==> src/rtl/msi_irq_scheduler.sv <==
// Round-robin MSI interrupt scheduler for PF0: per-source pending, one outstanding MSI, retry/backoff/timeout.
// Define MSI_IRQ_STATS_EN to add saturating stat_sent/stat_fail/stat_drop counters.
module msi_irq_scheduler #(
    parameter int unsigned NUM_SRC        = 8,
    parameter int unsigned RETRY_MAX      = 3,
    parameter int unsigned BACKOFF_CYCLES = 16,
    parameter int unsigned TIMEOUT_CYCLES = 1024
) (
    input  logic               clk,
    input  logic               rst_n,
    input  logic [NUM_SRC-1:0] irq_req,
    output logic [NUM_SRC-1:0] irq_ack,
    output logic [NUM_SRC-1:0] irq_drop,
    input  logic [3:0]         cfg_interrupt_msi_enable,
    input  logic [11:0]        cfg_interrupt_msi_mmenable,
    output logic [31:0]        cfg_interrupt_msi_int,
    input  logic               cfg_interrupt_msi_sent,
    input  logic               cfg_interrupt_msi_fail,
    output logic [7:0]         cfg_interrupt_msi_function_number,
    output logic [2:0]         cfg_interrupt_msi_attr,
    output logic               busy
`ifdef MSI_IRQ_STATS_EN
    ,
    output logic [31:0]        stat_sent,
    output logic [31:0]        stat_fail,
    output logic [31:0]        stat_drop
`endif
);

    localparam int unsigned SRC_W   = (NUM_SRC > 1) ? $clog2(NUM_SRC) : 1;
    localparam int unsigned RETRY_W = 4;
    localparam int unsigned BK_W    = 8;
    localparam int unsigned TMR_W   = 16;
    localparam int unsigned VEC_W   = 5;

    localparam logic [SRC_W-1:0]   LAST_SRC  = SRC_W'(NUM_SRC - 1);
    localparam logic [RETRY_W-1:0] RETRY_LIM = RETRY_W'(RETRY_MAX);
    localparam logic [BK_W-1:0]    BK_LAST   = BK_W'(BACKOFF_CYCLES - 1);
    localparam logic [TMR_W-1:0]   TMR_LAST  = TMR_W'(TIMEOUT_CYCLES - 1);

    typedef enum logic [1:0] {
        S_IDLE,
        S_ISSUE,
        S_WAIT,
        S_BACKOFF
    } state_t;

    state_t             state_q, state_n;
    logic [SRC_W-1:0]   cur_src_q, cur_src_n;
    logic [SRC_W-1:0]   rr_ptr_q, rr_ptr_n;
    logic [RETRY_W-1:0] retry_q, retry_n, retry_inc;
    logic [TMR_W-1:0]   timer_q, timer_n;
    logic [BK_W-1:0]    bk_q, bk_n;
    logic [NUM_SRC-1:0] pending_q, pending_n;
    logic [NUM_SRC-1:0] clr_mask;
    logic [NUM_SRC-1:0] ack_n, drop_n;
    logic [NUM_SRC-1:0] cur_onehot;
    logic [31:0]        int_n;
    logic               busy_n;
    logic               sel_valid;
    logic [SRC_W-1:0]   sel_src;
    logic               msi_en;
    logic               unused_cfg;

    assign msi_en     = cfg_interrupt_msi_enable[0];
    assign unused_cfg = ^{cfg_interrupt_msi_enable[3:1], cfg_interrupt_msi_mmenable[11:3]};
    assign cur_onehot = NUM_SRC'(1) << cur_src_q;
    assign retry_inc  = retry_q + RETRY_W'(1);

    assign cfg_interrupt_msi_function_number = 8'd0;
    assign cfg_interrupt_msi_attr            = 3'd0;

    // Vector aliasing: the hard block grants 2^mm vectors, 6/7 behave as 5.
    function automatic logic [31:0] vec_onehot(input logic [SRC_W-1:0] src, input logic [2:0] mm);
        logic [2:0]       lg;
        logic [VEC_W-1:0] mask;
        lg   = (mm > 3'd5) ? 3'd5 : mm;
        mask = VEC_W'((32'd1 << lg) - 32'd1);
        return 32'd1 << (VEC_W'(src) & mask);
    endfunction

    function automatic logic [SRC_W-1:0] next_ptr(input logic [SRC_W-1:0] src);
        return (src == LAST_SRC) ? '0 : src + SRC_W'(1);
    endfunction

    // Round-robin pick: lowest offset from rr_ptr wins, so scan offsets downward.
    always_comb begin
        int idx;
        sel_valid = 1'b0;
        sel_src   = '0;
        idx       = 0;
        for (int k = int'(NUM_SRC) - 1; k >= 0; k--) begin
            idx = int'(rr_ptr_q) + k;
            if (idx >= int'(NUM_SRC)) begin
                idx = idx - int'(NUM_SRC);
            end
            if (pending_q[SRC_W'(idx)]) begin
                sel_valid = 1'b1;
                sel_src   = SRC_W'(idx);
            end
        end
    end

    always_comb begin
        state_n   = state_q;
        cur_src_n = cur_src_q;
        rr_ptr_n  = rr_ptr_q;
        retry_n   = retry_q;
        timer_n   = timer_q;
        bk_n      = bk_q;
        clr_mask  = '0;
        ack_n     = '0;
        drop_n    = '0;
        int_n     = '0;

        case (state_q)
            S_IDLE: begin
                if (|pending_q) begin
                    if (!msi_en) begin
                        drop_n   = pending_q;
                        clr_mask = pending_q;
                    end else if (sel_valid) begin
                        cur_src_n = sel_src;
                        retry_n   = '0;
                        state_n   = S_ISSUE;
                    end
                end
            end
            S_ISSUE: begin
                timer_n = '0;
                state_n = S_WAIT;
            end
            S_WAIT: begin
                timer_n = timer_q + TMR_W'(1);
                if (cfg_interrupt_msi_sent) begin
                    ack_n    = cur_onehot;
                    clr_mask = cur_onehot;
                    rr_ptr_n = next_ptr(cur_src_q);
                    state_n  = S_IDLE;
                end else if (cfg_interrupt_msi_fail || (timer_q == TMR_LAST)) begin
                    retry_n = retry_inc;
                    if (retry_inc == RETRY_LIM) begin
                        drop_n   = cur_onehot;
                        clr_mask = cur_onehot;
                        rr_ptr_n = next_ptr(cur_src_q);
                        state_n  = S_IDLE;
                    end else begin
                        bk_n    = '0;
                        state_n = S_BACKOFF;
                    end
                end
            end
            S_BACKOFF: begin
                if (!msi_en) begin
                    drop_n   = cur_onehot;
                    clr_mask = cur_onehot;
                    rr_ptr_n = next_ptr(cur_src_q);
                    state_n  = S_IDLE;
                end else if (bk_q == BK_LAST) begin
                    state_n = S_ISSUE;
                end else begin
                    bk_n = bk_q + BK_W'(1);
                end
            end
            default: state_n = S_IDLE;
        endcase

        // A request in the same cycle as its ack/drop re-arms the source.
        pending_n = (pending_q & ~clr_mask) | irq_req;
        if (state_n == S_ISSUE) begin
            int_n = vec_onehot(cur_src_n, cfg_interrupt_msi_mmenable[2:0]);
        end
        busy_n = (state_n != S_IDLE) || (|pending_n);
    end

    always_ff @(posedge clk or negedge rst_n) begin
        if (!rst_n) begin
            state_q               <= S_IDLE;
            cur_src_q             <= '0;
            rr_ptr_q              <= '0;
            retry_q               <= '0;
            timer_q               <= '0;
            bk_q                  <= '0;
            pending_q             <= '0;
            irq_ack               <= '0;
            irq_drop              <= '0;
            cfg_interrupt_msi_int <= '0;
            busy                  <= 1'b0;
        end else begin
            state_q               <= state_n;
            cur_src_q             <= cur_src_n;
            rr_ptr_q              <= rr_ptr_n;
            retry_q               <= retry_n;
            timer_q               <= timer_n;
            bk_q                  <= bk_n;
            pending_q             <= pending_n;
            irq_ack               <= ack_n;
            irq_drop              <= drop_n;
            cfg_interrupt_msi_int <= int_n;
            busy                  <= busy_n;
        end
    end

`ifdef MSI_IRQ_STATS_EN
    logic        sent_evt, fail_evt;
    logic [32:0] drop_sum;

    assign sent_evt = (state_q == S_WAIT) && cfg_interrupt_msi_sent;
    assign fail_evt = (state_q == S_WAIT) && !cfg_interrupt_msi_sent &&
                      (cfg_interrupt_msi_fail || (timer_q == TMR_LAST));
    assign drop_sum = {1'b0, stat_drop} + 33'($countones(drop_n));

    // Saturating event counters, updated on the same edge as the ack/drop pulses.
    always_ff @(posedge clk or negedge rst_n) begin
        if (!rst_n) begin
            stat_sent <= '0;
            stat_fail <= '0;
            stat_drop <= '0;
        end else begin
            if (sent_evt && (stat_sent != '1)) begin
                stat_sent <= stat_sent + 32'd1;
            end
            if (fail_evt && (stat_fail != '1)) begin
                stat_fail <= stat_fail + 32'd1;
            end
            stat_drop <= drop_sum[32] ? '1 : drop_sum[31:0];
        end
    end
`endif

endmodule

==> config.mk <==
export PLATFORM = sky130hd
export DESIGN_NAME = msi_irq_scheduler
export DESIGN_NICKNAME = d
export VERILOG_FILES = /design/src/rtl/msi_irq_scheduler.sv
export SDC_FILE = /design/constraint.sdc
export NUM_CORES = 1
export LEC_CHECK = 0
export CAP_MARGIN = 20
export CORE_MARGIN = 4
export CORE_UTILIZATION = 45
export DETAILED_ROUTE_END_ITERATION = 6
export GPL_TIMING_DRIVEN = 0
export PLACE_DENSITY = 0.82
export SKIP_CTS_REPAIR_TIMING = 1
export SLEW_MARGIN = 20
export SYNTH_ARGS = -nofsm -noshare
export SYNTH_HDL_FRONTEND = slang
export SYNTH_SLANG_ARGS = --single-unit
export TNS_END_PERCENT = 20
==> constraint.sdc <==
create_clock -name clk -period 12.7 [get_ports clk]
set_input_delay 3.81 -clock clk [delete_from_list [all_inputs] [get_ports clk]]
set_output_delay 3.81 -clock clk [all_outputs]
set_load 0.01 [all_outputs]
# Word-level counts from Yosys, hierarchy flattened
# Index checks and enable logic that the tools add are counted.
# word_totals
ff_bits,93
input_bits,28
out_inout_bits,60
elab_cells,179
# classes
n_addsub,20
magnitude_cmp,17
n_eq_ne,19
shifts,3
mux,93
bitwise,4
n_reduce_logical,12
# op_table
cell,count
two-way mux 8 bit,14
two-way mux 3 bit,26
one-hot mux 8 bit (3 select lines),2
less-than comparator 3 x 5 -> 1 bit (second input constant),8
two-way mux 32 bit,1
one-hot mux 16 bit (2 select lines),1
<< shifter 1 x 5 -> 32 bit (first input constant),1
>= comparator 4 bit (second input constant),7
binary-select mux 1 bit (select 3 bit),8
two-way mux 1 bit,24
subtractor 3 x 1 -> 3 bit (second input constant),8
two-way mux 4 bit,5
inequality test 2 bit (second input constant),9
adder 16 x 1 -> 16 bit (second input constant),1
adder 3 x 3 -> 4 bit (second input constant),4
== test 16 x 10 -> 1 bit (second input constant),1
two-way mux 2 bit,8
one-hot mux 8 bit (2 select lines),1
OR reduction 8 bit,2
AND reduction 6 bit,2
adder 3 x 2 -> 4 bit (second input constant),2
adder 8 x 1 -> 8 bit (second input constant),1
AND 8 bit,1
== test 8 x 4 -> 1 bit (second input constant),1
other kinds (23),30

# Depth between registers and ports, before layout
# logic_depth
ltp_word,21
mapped_depth,13
ltp_nobuf,9

# Worst setup path after synthesis
# OpenSTA, ideal clock, no wires.
# synth_timing
path_kind,input-to-reg
start,input port cfg_interrupt_msi_enable[0]
end,register busy
setup_time_ps,139
arrival_time_ps,5600
required_ps,12561
slack_ps,6961
cell_stages,7
path_buffers,0
cell_sequence,nand2b_1 a21boi_0 o21bai_1 a31o_1 or4b_1 or4_1 or4_1
# synth_between
elab_chain_len,8
# synth_rtl
element,line_no,rtl
from (decl),14,"input logic [3:0] cfg_interrupt_msi_enable,"
two-way mux 8 bit,119,if (!msi_en) begin
two-way mux 8 bit,118,if (|pending_q) begin
one-hot mux 8 bit (3 select lines) *,116,case (state_q)
inverter 8 bit *,169,pending_n = (pending_q & ~clr_mask) | irq_req;
AND 8 bit *,169,
bitwise OR 8 bit *,169,
named net pending_n[7],54,"logic [NUM_SRC-1:0] pending_q, pending_n;"
OR reduction 8 bit *,173,busy_n = (state_n != S_IDLE) || (|pending_n);
logical OR 1 bit *,173,
named net busy_n,59,logic busy_n;
to (signal assigned),200,busy <= busy_n;
to (decl),21,output logic busy
# Mark *: on every way through the listed nets, which the timed path passes. The rest lies on a longest branch.
# A chain may end at the register's enable or synchronous reset.

# Worst setup path after layout
# Same ends and word-level chain as after synthesis.

==> summary.md <==
| Metric | Value |
|---|---|
| Status | `finished, final reports clean` |
| Total wire length | `about 11000 um` |
| Core ar. | `slightly above 10000 sq um` |
| Worst Path Max Fanout | `7` |
| First-pass GRT wire length | `just under 20000 um` |
| Crit-path cells | `clkdlybuf4s50_1 -> nor2_1 -> o21bai_1 -> a31o_1 -> or4b_1 -> or4_1 -> or4_1` |
| Crit path launch type | `primary input` |
| Cell at the root of the clock tree | `clkbuf_8` |
| Slew @ Worst Pin | `between 0.6 and 0.7 ns` |
| ANT cells | `0` |
| WL/cell | `15.4 um` |
| Synth Register Bits | `69` |
| Worst reg2reg path endpoint | `cfg_interrupt_msi_int[0]` |
| Crit path kind | `primary input to flip-flop` |
| Post-route ant nets | `0` |
| Most common cell after layout, fill and taps aside | `dfrtp_1` |
| Clock tree sinks | `between 60 and 70` |
| Netlist cell types | `69` |
| Drt first-iter violations | `~330` |
| Clk_skew | `0.00800 ns` |
| Synth Area in Compound Gates | `between 10% and 20%` |
| Synth Area in XOR/XNOR | `roughly 2.6%` |
| IO Port Bufs | `40` |
| Slowest cell on crit path | `clkdlybuf4s50_1` |
| Tot GR Track Use | `18.9%` |
| H-tree depth | `3` |
| Boundary pin count | `88` |
| Achievable clock frequency | `between 150 and 200 MHz` |
| Die H | `~110 um` |
| Critical path capture point type | `flip-flop` |
| Yosys warning total | `0` |
| Syn Inst Count | `roughly 520` |
| Final period util | `between 40 and 50%` |
| Starting Density | `between 40% and 50%` |
| CTS tree | `built` |
| Leakage | `roughly 2.5 nW` |
| Ys async rst share | `100%` |
| Register area share after synthesis | `between 30 and 40%` |
| Die area | `between 10000 and 15000 sq um` |
| Main combinational cell family by area after synthesis | `compound AO/OA/AOI/OAI gates` |
| Area contributors post-synth | `dfrtp_1, mux4_2, buf_4` |
| Clk buf depth | `2` |
| Most frequent CP cell | `or4_1` |
| GPL Wtd Cong | `between 0.9 and 1` |
| Pwr Density | `roughly 210 nW/um^2` |
| Hold Crit Class | `flip-flop to flip-flop` |
| Hold Path Depth | `2` |
| Number of synthesized flops with an enable pin | `0` |
| Crit path max-delay family | `simple AND/OR/NAND/NOR gates` |
| Antenna violations before repair | `0` |
| Via density | `~5.6` |
| Die X | `~110 um` |
| Vias in the first global route | `between 4000 and 5000` |
| Initial DRT Pass Iterations | `5` |
| Fin crit period | `roughly 6.3 ns` |
| Largest net degree at the start of global routing | `37` |
| Crit-path max cell delay | `between 0.5 and 0.6 ns` |
| DRC | `0` |
| Buf/Inv on CP | `1` |
| Via count | `roughly 4200` |
| Mux cell area share after synthesis | `10.9%` |
| # setup viols final | `0` |
| R2R cell count | `13` |
| Max-Cap Viols | `0` |
| Post-synth top flop | `dfrtp_1` |
| Row count | `37` |
| Dominant cell type by area after synthesis | `dfrtp_1` |
| Placed wire-length estimate | `8550 um` |
| Max-slew violations | `0` |
| CP arrival | `between 6 and 7 ns` |
| Share of layout cells above drive strength 1 | `approximately 15%` |
| Final-report hold violation count | `0` |
| Post-Place Setup Slack | `between 6 and 7 ns` |
| Hold Path End | `bk_q[1]` |
| HP Start | `bk_q[1]` |
| Req. time, crit path | `12.92 ns` |
| Final #Nets | `around 650` |
| Maximum VDD drop | `~0.085 mV` |
| Post-Synth Simple-Gate Area | `17.8%` |
| Mapped Area | `roughly 4800 sq um` |
| Clock transition at the registers of the reported paths | `approximately 0.070 ns` |
| RR Startpoint | `rr_ptr_q[0]` |
| Congestion Overflow GR | `0` |
| Setup ws final | `6.43 ns` |
| RSZ-0062 raised after global routing | `false` |
| Commonest non-fill, non-tap cells in the layout | `dfrtp_1, nor2_1, nand2_1` |
| Synth top area share | `a little over a third` |
| Setup_tns | `0 ns` |
| Syn Area/Cell | `approximately 9 sq um` |
| Synth Area in Adders | `under 10%` |
| Worst reg-to-reg setup slack | `7.90 ns` |
| CTS Buf Count | `9` |
| Max_slew headroom | `55.5%` |
| Clock network latency to the later pin of the worst-skew pair | `0.35 ns` |
| Syn-to-layout area delta | `20.5%` |
## how the worst max path moves through the flow
stage | end | from | slack [ns] | cells after the start
6_report | busy | cfg_interrupt_msi_enable[0] | 6.43 | 7
3_3_place_gp | pending_q[0] | rst_n | 5.70 | 1
5_1_grt | busy | cfg_interrupt_msi_enable[0] | 6.33 | 7
4_1_cts | busy | cfg_interrupt_msi_enable[0] | 6.47 | 7
2_1_floorplan | busy | cfg_interrupt_msi_enable[0] | 6.96 | 7
3_5_place_dp | busy | cfg_interrupt_msi_enable[0] | 6.10 | 7
## cells by family (layout without fill, tap and decap cells)
| kind of cell | Yosys count | count (layout) |
|---|---|---|
| muxes | 35 | 35 |
| and+or+nand+nor | 173 | 173 |
| buffers and inverters | 90 | 147 |
| xor gates and xnor gates | 14 | 14 |
| other | 1 | 35 |
| DFF | 69 | 69 |
| AOI/OAI and AO/OA | 118 | 118 |
| adders and majority gates | 17 | 17 |
## tightest hold or removal path, delay by kind of cell (launching register included)
kind	cells	cell delay, ns
DFF	1	0.37
and+or+nand+nor	1	0.05
AOI/OAI and AO/OA	1	0.06
## registers in the layout, summed over array words and instances, names as in the netlist
name / cells
timer_q: 16
bk_q: 8
cfg_interrupt_msi_int: 8
irq_ack: 8
irq_drop: 8
pending_q: 8
retry_q: 4
cur_src_q: 3
rr_ptr_q: 3
state_q: 2
busy: 1
## layer usage
layer / global-route usage, % / up-vias / wire length (um)
li1: - / 1958 / -
met1: 25.2 / 1994 / 4900
met2: 30.4 / 209 / 5450
met3: 4.31 / 22 / 951
met4: 6.16 / 0 / 189
met5: 0 / - / 0
## area by class of cell
class | instances | area [sq um]
multi-input combinational | 392 | 2680
clock buffer | 11 | 151
buffer | 59 | 354
inverter | 31 | 116
timing repair buffer | 41 | 418
fill | 883 | 4600
clock inverter | 5 | 106
sequential | 69 | 1730
tap | 136 | 170
## where the power goes
part           switching, W  total, W  internal (W)  leakage [nW]
clock             0.0000847  0.000226      0.000141         0.126
sequential        0.0000342  0.000298      0.000264         0.906
combinational      0.000409  0.000684      0.000275          1.46
## cells in the mapped netlist, types with 5 or more instances
cell type,n
mux4_2,12
o21ai_0,28
a31oi_1,5
a21oi_1,16
nor3b_1,5
buf_4,35
nor3_1,12
nand3_1,21
a21o_1,6
o21bai_1,6
or4_1,5
mux2_2,14
o31ai_1,5
dfrtp_1,69
a32oi_1,6
nor2_1,52
clkbuf_1,20
ha_1,17
nand2b_1,8
mux2i_1,9
xor2_1,10
nand2_1,44
inv_1,30
## metrics by stage
stage	area (sq um)	cells	power [W]	util, %	hold WS (ns)
floorplan	4880	551	0.000788	-	0.475
global placement	5450	727	0.000939	52.8	0.491
detailed placement	5470	728	0.000967	53.0	0.503
CTS	5720	744	0.00120	55.4	0.521
global route	5720	744	0.00129	55.4	0.570
finish	5720	744	0.00121	55.4	0.523
(Power assumes the default switching activity.)
